===== config.mk =====
export PLATFORM = sky130hd
export DESIGN_NAME = mux_scan_ctrl
export DESIGN_NICKNAME = d
export VERILOG_FILES = /design/src/rtl/mux_scan_ctrl.sv
export SDC_FILE = /design/constraint.sdc
export NUM_CORES = 1
export LEC_CHECK = 0
export ABC_AREA = 1
export CAP_MARGIN = 0
export CORE_UTILIZATION = 46
export DETAILED_ROUTE_END_ITERATION = 10
export PLACE_DENSITY = 0.8
export REMOVE_ABC_BUFFERS = 1
export SLEW_MARGIN = 5
export SYNTH_ARGS = -nofsm -noshare
export SYNTH_HDL_FRONTEND = slang
export SYNTH_SLANG_ARGS = --single-unit

===== constraint.sdc =====
create_clock -name clk -period 1.2 [get_ports clk]
set_input_delay 0.36 -clock clk [delete_from_list [all_inputs] [get_ports clk]]
set_output_delay 0.36 -clock clk [all_outputs]
set_load 0.01 [all_outputs]

===== src/rtl/mux_scan_ctrl.sv =====
// mux_scan_ctrl: sequencer for the 4-to-1 mux stage.
// It steps the mux select through the channels in ascending order.
// On each channel it holds the select for SETTLE_CYC cycles, then spends one
// SAMPLE cycle capturing the mux output.
// The captured bits form a 4-bit word, and a one-cycle valid_o pulse marks
// each completed scan.
// The scan runs once, or repeats back-to-back while `continuous` is high.
//
// Optional feature: define MUX_SCAN_MASK_EN to add the channel_mask[3:0] input.
// Masked channels are skipped and read back as 0. A mask of all zeros produces
// an immediate valid pulse with data_o = 0.
// Without the macro, all four channels are scanned in the order 0,1,2,3.
module mux_scan_ctrl #(
  parameter int SETTLE_CYC = 1
) (
  input  logic       clk,
  input  logic       reset,
  input  logic       start,
  input  logic       continuous,
  input  logic       abort,
  input  logic       sample_i,
`ifdef MUX_SCAN_MASK_EN
  input  logic [3:0] channel_mask,
`endif
  output logic       enable_,
  output logic [1:0] signal_o,
  output logic [3:0] data_o,
  output logic       valid_o,
  output logic       busy_o
);

  // Settle counter only needs to reach SETTLE_CYC-1.
  localparam int CNT_W = (SETTLE_CYC > 1) ? $clog2(SETTLE_CYC) : 1;
  localparam logic [CNT_W-1:0] CNT_LAST = CNT_W'(SETTLE_CYC - 1);

  typedef enum logic [1:0] {
    IDLE   = 2'd0,
    SETTLE = 2'd1,
    SAMPLE = 2'd2
  } state_t;

  state_t           state;
  logic [CNT_W-1:0] cnt;
  logic [3:0]       shadow;
  // Set when a continuous scan finds an empty mask, so that IDLE re-accepts
  // on the next cycle without waiting for a start pulse.
  logic             restart_pending;

  logic [3:0]       scan_mask;   // mask governing the scan in progress
  logic [3:0]       accept_mask; // mask that would be captured right now

`ifdef MUX_SCAN_MASK_EN
  logic [3:0]       mask_reg;
  assign scan_mask   = mask_reg;
  assign accept_mask = channel_mask;
`else
  assign scan_mask   = 4'hF;
  assign accept_mask = 4'hF;
`endif

  // Lowest set bit index of m (0 if m is empty; callers guard that case).
  function automatic logic [1:0] lowest_chan(input logic [3:0] m);
    logic [1:0] r;
    r = 2'd0;
    for (int i = 3; i >= 0; i--) begin
      if (m[i]) r = 2'(i);
    end
    return r;
  endfunction

  // Bits of m strictly above channel c.
  function automatic logic [3:0] chans_above(input logic [1:0] c,
                                             input logic [3:0] m);
    logic [3:0] r;
    r = 4'd0;
    for (int i = 0; i < 4; i++) begin
      r[i] = m[i] && (i > int'(c));
    end
    return r;
  endfunction

  logic [3:0] higher;
  logic       is_last;
  logic [1:0] next_sel;
  logic [1:0] first_sel;
  logic [3:0] sample_word;

  // Channel-walk helpers and the shadow word including the current sample.
  always_comb begin
    higher      = chans_above(signal_o, scan_mask);
    is_last     = (higher == 4'd0);
    next_sel    = lowest_chan(higher);
    first_sel   = lowest_chan(accept_mask);
    sample_word = shadow;
    sample_word[signal_o] = sample_i;
  end

  // Scan FSM with registered mux controls, result word and status flags.
  always_ff @(posedge clk) begin
    if (reset) begin
      state           <= IDLE;
      cnt             <= '0;
      shadow          <= 4'd0;
      restart_pending <= 1'b0;
      enable_         <= 1'b1;
      signal_o        <= 2'd0;
      data_o          <= 4'd0;
      valid_o         <= 1'b0;
      busy_o          <= 1'b0;
`ifdef MUX_SCAN_MASK_EN
      mask_reg        <= 4'd0;
`endif
    end else begin
      valid_o <= 1'b0;
      case (state)
        IDLE: begin
          if (abort) begin
            // abort beats start and also cancels any pending restart
            restart_pending <= 1'b0;
          end else if (start || restart_pending) begin
            restart_pending <= 1'b0;
            shadow          <= 4'd0;
`ifdef MUX_SCAN_MASK_EN
            mask_reg        <= accept_mask;
`endif
            if (accept_mask == 4'd0) begin
              // nothing to scan: report an empty word straight away
              valid_o         <= 1'b1;
              data_o          <= 4'd0;
              restart_pending <= continuous;
            end else begin
              state    <= SETTLE;
              signal_o <= first_sel;
              enable_  <= 1'b0;
              cnt      <= '0;
              busy_o   <= 1'b1;
            end
          end
        end

        SETTLE: begin
          if (abort) begin
            state    <= IDLE;
            enable_  <= 1'b1;
            signal_o <= 2'd0;
            busy_o   <= 1'b0;
            shadow   <= 4'd0;
            cnt      <= '0;
          end else if (cnt == CNT_LAST) begin
            state <= SAMPLE;
          end else begin
            cnt <= cnt + 1'b1;
          end
        end

        SAMPLE: begin
          if (abort) begin
            // abort outranks completion: no valid pulse, data_o untouched
            state    <= IDLE;
            enable_  <= 1'b1;
            signal_o <= 2'd0;
            busy_o   <= 1'b0;
            shadow   <= 4'd0;
            cnt      <= '0;
          end else if (!is_last) begin
            shadow   <= sample_word;
            signal_o <= next_sel;
            cnt      <= '0;
            state    <= SETTLE;
          end else begin
            data_o  <= sample_word;
            valid_o <= 1'b1;
            shadow  <= 4'd0;
            cnt     <= '0;
            if (continuous && (accept_mask != 4'd0)) begin
              // seamless restart: enable_ stays low, select wraps to first
              state    <= SETTLE;
              signal_o <= first_sel;
`ifdef MUX_SCAN_MASK_EN
              mask_reg <= accept_mask;
`endif
            end else begin
              state           <= IDLE;
              enable_         <= 1'b1;
              signal_o        <= 2'd0;
              busy_o          <= 1'b0;
              // empty mask on a continuous restart is handled from IDLE
              restart_pending <= continuous;
            end
          end
        end

        default: begin
          state    <= IDLE;
          enable_  <= 1'b1;
          signal_o <= 2'd0;
          busy_o   <= 1'b0;
        end
      endcase
    end
  end

endmodule


### Word level (Yosys, flattened, before mapping)

Index checks and enable logic that the tools add are counted.

| word-level totals | value |
|---|---|
| memories | 0 |
| bits in writable memories | 0 |
| word-level logic and storage cells | 90 |
| latch bits | 0 |
| bits in read-only memories | 0 |
| register bits after elaboration | 17 |
| input port bits | 6 |
| output and inout bits | 9 |

| operators by class | value |
|---|---|
| magnitude comparators | 5 |
| shift operators | 0 |
| mux-type cells | 47 |
| $mul | 0 |
| divide/modulo/power cells | 0 |
| reductions and logical operators | 14 |
| bitwise logic cells | 2 |
| equal/unequal tests | 12 |
| add/subtract/negate cells | 1 |

Operators by type and width:

| cell | count |
|---|---|
| two-way mux 2 bit | 12 |
| two-way mux 1 bit | 21 |
| two-way mux 4 bit | 5 |
| inequality test 2 bit (second input constant) | 6 |
| inequality test 3 bit (second input constant) | 4 |
| case mux 2 bit (3 select lines) | 2 |
| case mux 4 bit (3 select lines) | 1 |
| AND reduction 3 bit | 4 |
| AND reduction 5 bit | 2 |
| case mux 1 bit (3 select lines) | 3 |
| bitwise mux 4 bit | 1 |
| > comparator 2 bit (first input constant) | 2 |
| AND reduction 4 bit | 1 |
| logical NOT 3 bit | 1 |
| less-than comparator 2 x 3 -> 1 bit (second input constant) | 1 |
| nonzero test 3 bit | 1 |
| OR reduction 3 bit | 1 |
| demux 1 bit (select 2 bit) | 1 |
| equality test 2 x 1 -> 1 bit (second input constant) | 1 |
| equality test 2 bit (second input constant) | 1 |
| >= comparator 2 x 1 -> 1 bit (second input constant) | 1 |
| > comparator 1 x 2 -> 1 bit (first input constant) | 1 |
| logical NOT 2 bit | 1 |
| NOT 1 bit | 2 |
| other kinds (5) | 5 |

### Longest topological paths before layout

Gate-level depths: netlist of the first run.

| logic depth | value |
|---|---|
| word-level depth | 8 |
| gate-level depth with buffers | 8 |
| mapped depth without buffers | 8 |

### Worst setup path after synthesis of the first run

OpenSTA, ideal clock, no wires.

| timing | value |
|---|---|
| kind | register to register |
| start | register signal_o[0] |
| end | register data_o[0] |
| slack | 0.027 ns |
| period minus slack after synthesis | 1.173 ns |
| data required time | 1.084 ns |
| cell stages (with the launch flop) | 7 |
| buffers on the path | 0 |
| arrival | 1.057 ns |
| path through | dfxtp_1 inv_1 ha_1 nor2_1 a21oi_1 o21ai_0 nor2_1 |

| between the ends | value |
|---|---|
| word-level cells in the longest chain between the ends | 5 |

Ends and longest elaborated chain:

| element | line | RTL |
|---|---|---|
| start: declaration | 26 | `output logic [1:0] signal_o,` |
| start signal: assignment | 133 | `signal_o <= first_sel;` |
| start signal: assignment | 167 | `signal_o <= next_sel;` |
| start signal: assignment | 178 | `signal_o <= first_sel;` |
| less-than comparator 2 x 3 -> 1 bit (not written as such) or >= comparator 2 x 1 -> 1 bit (tied branches) | 95 | `sample_word[signal_o] = sample_i;` |
| logical AND 1 bit (not written as such) | 95 |  |
| two-way mux 1 bit (not written as such) | 95 |  |
| demux 1 bit (select 2 bit) | 95 |  |
| bitwise mux 4 bit | 95 |  |
| end signal: assignment | 171 | `data_o <= sample_word;` |
| end: declaration | 27 | `output logic [3:0] data_o,` |

Several ways; a longest one is shown, not always the timed one.
A chain may end at the register's enable or synchronous reset.

### Worst setup path after layout of the first run

| timing | value |
|---|---|
| start | register signal_o[1] |
| end | register shadow[1] |

| between the ends | value |
|---|---|
| word-level cells in the longest chain between the ends | 8 |

Ends and longest elaborated chain:

| element | line | RTL |
|---|---|---|
| less-than comparator 2 x 3 -> 1 bit (not written as such) or >= comparator 2 x 1 -> 1 bit (tied branches) | 95 |  |
| logical AND 1 bit (not written as such) | 95 |  |
| two-way mux 1 bit (not written as such) | 95 |  |
| demux 1 bit (select 2 bit) | 95 |  |
| bitwise mux 4 bit | 95 |  |
| two-way mux 4 bit * | 165 | `end else if (!is_last) begin` |
| two-way mux 4 bit * | 157 | `if (abort) begin` |
| case mux 4 bit (3 select lines) * | 115 | `case (state)` |
| end signal: assignment | 166 | `shadow <= sample_word;` |
| end: declaration | 44 | `logic [3:0] shadow;` |

Every way passes the cells marked *; elsewhere a longest branch is shown, timed or not.

==> results of run 1 <==
## sequential cells by signal, indices dropped and copies added (netlist names)
register,cells
enable_,1
state,2
data_o,4
signal_o,2
shadow,3
valid_o,1
busy_o,1
## kinds of logic after synthesis
kind of cell,count (synthesis),synth area share [%]
adder cells (fa/ha/maj),6,11.4
AO/OA/AOI/OAI,14,10.6
buffers and inverters,12,6.82
AND/OR/NAND/NOR,45,28.8
flip-flops,14,42.4
## layer usage
metal | track usage [%] | vias up
li1 | - | 346
met1 | 25.3 | 325
met2 | 40.7 | 30
met3 | 3.41 | 3
met4 | 7.76 | 0
met5 | 0 | -
## path summary, 6_finish.rpt
path | endpoint | slack [ns] | from
min reg2reg | data_o[0] | 0.48 | data_o[0]
max | shadow[1] | 0.009 | signal_o[1]
max reg2reg | shadow[1] | 0.009 | signal_o[1]
min | data_o[0] | 0.48 | data_o[0]
## power by group through the flow
stage | sequential [W] | combinational (W) | clock (W)
2_1_floorplan | 0.000502 | 0.0000538 | 0
3_3_place_gp | 0.000497 | 0.000137 | 0
3_5_place_dp | 0.000499 | 0.000138 | 0
4_1_cts | 0.000489 | 0.000137 | 0.000351
5_1_grt | 0.000491 | 0.000165 | 0.000376
6_report | 0.000490 | 0.000151 | 0.000360
## repair_timing
item / 4_1_cts / 5_1_grt
setup endpoints to repair: 19 / 16
pin swaps: 3 / 4
resized for setup: 55 / 22
hold buffers: 0 / 0
endpoints found under the hold margin: 0 / 0
## worst reg2reg max path, stage by stage (launching register included)
cell and delay, ns:
dfxtp_2 0.34, buf_4 0.15, inv_4 0.07, ha_4 0.14, nor2_2 0.04, a21oi_2 0.13, nand2_1 0.09, a21oi_1 0.17
## layout make-up
cell class | instances | area, sq um | share of cell area [%]
tap | 15 | 18.8 | 1.85
timing repair buffer | 25 | 180 | 17.8
inverter | 11 | 48.8 | 4.81
sequential | 14 | 292 | 28.8
multi-input combinational | 65 | 438 | 43.2
clock buffer | 4 | 36.3 | 3.58
## cells in the final DEF (no fill, tap or decap)
master | netlist | routed
buf_2 | 0 | 8
dfxtp_1 | 14 | 5
nand3_1 | 4 | 3
ha_4 | 0 | 4
nand2_1 | 19 | 17
o21ai_1 | 0 | 3
nand3_2 | 0 | 1
nor3_4 | 0 | 1
dlygate4sd2_1 | 0 | 1
buf_6 | 0 | 1
a21oi_1 | 10 | 5
nand4_1 | 1 | 1
nor2_2 | 1 | 2
inv_6 | 0 | 1
inv_1 | 9 | 6
nor2_4 | 0 | 2
nor2_1 | 17 | 14
clkbuf_2 | 0 | 1
dfxtp_2 | 0 | 9
buf_4 | 0 | 10
clkdlybuf4s50_1 | 0 | 4
nand2_2 | 2 | 4
a21oi_2 | 0 | 5
ha_1 | 6 | 2
clkbuf_8 | 0 | 1
o21ai_0 | 4 | 1
clkbuf_4 | 0 | 3
inv_2 | 2 | 3
inv_4 | 0 | 1
## stage by stage
step	cell area, sq um	hold WS (ns)
floorplan	657	0.429
global placement	898	0.449
detailed placement	898	0.462
CTS	997	0.476
global route	1010	0.497
finish	1010	0.483
==> results.tsv, run 1 <==
metric	value	unit
status	finished clean	
power.switching	0.000268	W
dieArea	0.00159	sq mm
clk_latency	0.29	ns
cp_max_fo	3	
reg2reg_depth	7	
fin_util	76.9	%
start_kind	flop	
pwr-share-clk	36.0	%
area_growth	53.4	%
wl_met3	111	microns
post-place-ws	-0.384	ns
m1WireLength	702	microns
synth_most_common_cell	nand2_1	
grt_overflow	0	
maxCapViolCount	0	
finalSetupTns	0	ns
synth_top_cell_by_area	dfxtp_1	
cts.sinks	14	
critPathSlowestCell	dfxtp_2	
die_h	39.9	microns
dp_hpwl	1110	microns
layout.nets	132	
diodes	0	
cts_made_buffers	3	
rows	13	
grt_pass1_vias	576	
post-route-period-util	99.2	%
required	1.42	ns
finalClockSkew	0.00172	ns
initial_utilization	50.1	%
cp.depth	7	
synth_ff_type	dfxtp_1	
synth_common_cells	19 x nand2_1, 17 x nor2_1, 14 x dfxtp_1	
drive_gt1_share	47.9	%
combPwrFrac	15.1	%
top_layer_used	met4	
ir_drop	0.000688	V
first_iter_violations	13	
timing.fmax	840	MHz
endpoint_kind	flop	
critPathKind	flop to flop	
h-tree-depth	1	
worst_pin_slew	0.214	ns
ys_seq_area_share	42.4	%
sw_frac_of_total	26.7	%
drtAntennaViolNets	0	
synth_area_leaders	dfxtp_1 42%, ha_1 11%, nand2_1 11%, nor2_1 9.7%, a21oi_1 7.6%	
instances_no_fill	134	
async_flop_share	0	%
rsz0062_at_grt	true	
worstHoldPathCells	2	
path_delay_family	flip-flops	
grt_pass1_wl	2310	microns
io_buffer_count	14	
synth_seq_cells	14	
finalSetupViolations	0	
fillCellCount	97	
postSynthCellCount	91	
synth-edff-count	0	
setup_slack	0.00922	ns
gp_congestion	0.747	
io_pins	15	
cts_tree	done	
internal-power	0.000734	W
ys_types	14	
power.density	988	mW/mm^2
syn-cell-area	661	sq um
wl_per_cell	13.1	microns
max_stage_delay	0.34	ns
crit_chain	buf_4, inv_4, ha_4, nor2_2, a21oi_2, nand2_1, a21oi_1	
viasPerCell	5.25	
dr_total_vias	704	
hold_path.class	flop to flop	
synth_top_area_share	42.4	%
p_seq_share	48.9	%
power	0.00100	W
drc	0	
drv_slew	0	
wl_met2	914	microns
core_area	0.00132	sq mm
hold_viol_final	0	
track_usage	22.3	%
clockBufferDepth	2	
grt_max_degree	9	
chipWidth	39.9	microns
post-cts-setup-buffers	0	
synth_area_per_cell	7.26	sq um
arrival	1.41	ns
ys.warnings.count	0	
place_inst	130	
antenna_found_initial	0	
critPathBufInv	2	
cts.clk_slew.worst_paths	0.09	ns
cts-root-buf	clkbuf_4	
p_leak	0.445	nW
drt_pass1_iterations	4	
fin_crit	1.19	ns
drt_wl_total	1750	microns
slew_headroom	85.7	%
Power figures use the tool's default switching activity.
==> inputs of run 2 (changes only) <==
Settings changed: CORE_UTILIZATION 46 to 42, PLACE_DENSITY 0.8 to 0.77.
Clock period 1.2 ns to 1 ns, I/O delays scaled along.
==> results.tsv, run 2 (synthesized netlist as in run 1, its figures left out) <==
metric	value	unit
status	finished with violations	
violations	negative setup slack	
final_cell_mix	18 x buf_4, 13 x nor2_1, 12 x nand2_1	
drv_slew	0	
power.density	1030	mW/mm^2
arrival	1.44	ns
required	1.23	ns
fillCellCount	56	
cts_tree	done	
timing.fmax	829	MHz
post-route-period-util	121	%
cp_max_fo	4	
dp_hpwl	1070	microns
r2r_slack	-0.21	ns
top_regs	data_o: 4 flops, shadow: 3 flops	
largest_register_ffs	4	
dieArea	0.00174	sq mm
initial_utilization	47.8	%
hold_path.class	flop to flop	
layout.nets	143	
cts.clk_slew.worst_paths	0.09	ns
slew_headroom	78.5	%
drtAntennaViolNets	0	
regMostFlops	data_o	
rsz0062_at_grt	true	
die_h	41.7	microns
start_kind	flop	
clockBufferDepth	2	
drive_gt1_share	64.6	%
mostFrequentLayoutCell	buf_4	
diodes	0	
dr_total_vias	789	
maxCapViolCount	0	
drc	0	
viasPerCell	5.44	
grt_overflow	0	
cts_made_buffers	3	
power	0.00129	W
grt_max_degree	9	
track_usage	24.5	%
drt_pass1_iterations	4	
endpoint_kind	flop	
fin_crit	1.21	ns
first_iter_violations	33	
finalSetupViolations	22	
area_growth	90.5	%
cts.sinks	14	
p_leak	0.536	nW
grt_pass1_wl	3140	microns
cts_hold_buf	0	
h-tree-depth	1	
setup_slack	-0.206	ns
cts-root-buf	clkbuf_4	
antenna_found_initial	0	
ir_drop	0.00124	V
clk_latency	0.29	ns
drt_wl_total	2590	microns
worst_pin_slew	0.321	ns
holdWs	0.523	ns
wl_per_cell	17.9	microns
io_pins	15	
chipWidth	41.7	microns
grt_pass1_vias	698	
gp_congestion	0.756	
critPathKind	flop to flop	
core_area	0.00138	sq mm
finalClockSkew	0.00287	ns
io_buffer_count	14	
rows	13	
hold_viol_final	0	
run 2: timing repair:
action / CTS / global route
endpoints found under the setup margin: 22 / 22
resized for setup: 94 / 21
setup buffers: 7 / 4
gates cloned: 0 / 0
pin swaps: 19 / 8
run 2: where the power goes:
group          internal, W  switching [W]  total (W)  leakage (nW)
Combinational     0.000132       0.000141   0.000274         0.397
Sequential        0.000575      0.0000153   0.000590         0.118
Clock             0.000222       0.000207   0.000429        0.0210
run 2: cell type report:
cell class	count	area [sq um]	area share, %
inverters	11	53.8	4.27
flip-flops and latches	14	297	23.6
repair buffers	36	327	25.9
well taps	15	18.8	1.49
multi-input cells	65	527	41.8
clock buffers	4	36.3	2.88
run 2: through the flow:
| step | setup slack (ns) | util [%] | setup TNS [ns] | instance area [sq um] | cells |
|---|---|---|---|---|---|
| 3_3_place_gp | -0.467 | 65.0 | -6.72 | 898 | 130 |
| 2_1_floorplan | -0.173 | - | -1.45 | 657 | 90 |
| 3_5_place_dp | -0.531 | 65.0 | -7.07 | 898 | 130 |
| 6_report | -0.206 | 91.0 | -2.25 | 1260 | 145 |
| 4_1_cts | -0.115 | 82.3 | -1.40 | 1140 | 141 |
| 5_1_grt | -0.237 | 91.0 | -2.81 | 1260 | 145 |
run 2: path summary, 6_finish.rpt:
check,endpoint,depth (start not counted),from
hold / removal,shadow[0],2,shadow[0]
setup / recovery,shadow[1],5,signal_o[0]
setup reg to reg,shadow[1],5,signal_o[0]
hold reg to reg,shadow[0],2,shadow[0]
run 2: layer usage:
layer / GRT usage, % / share of wire (%)
met1: 26.8 / 41
met2: 41.6 / 51
met3: 10.9 / 7.1
met4: 8.39 / 1.0
met5: 0 / 0
run 2: critical path, stage by stage, from the launching register on:
cell and delay [ns]:
dfxtp_4 0.38, buf_12 0.13, ha_4 0.20, nor3_4 0.17, nand2_1 0.13, a21oi_2 0.14
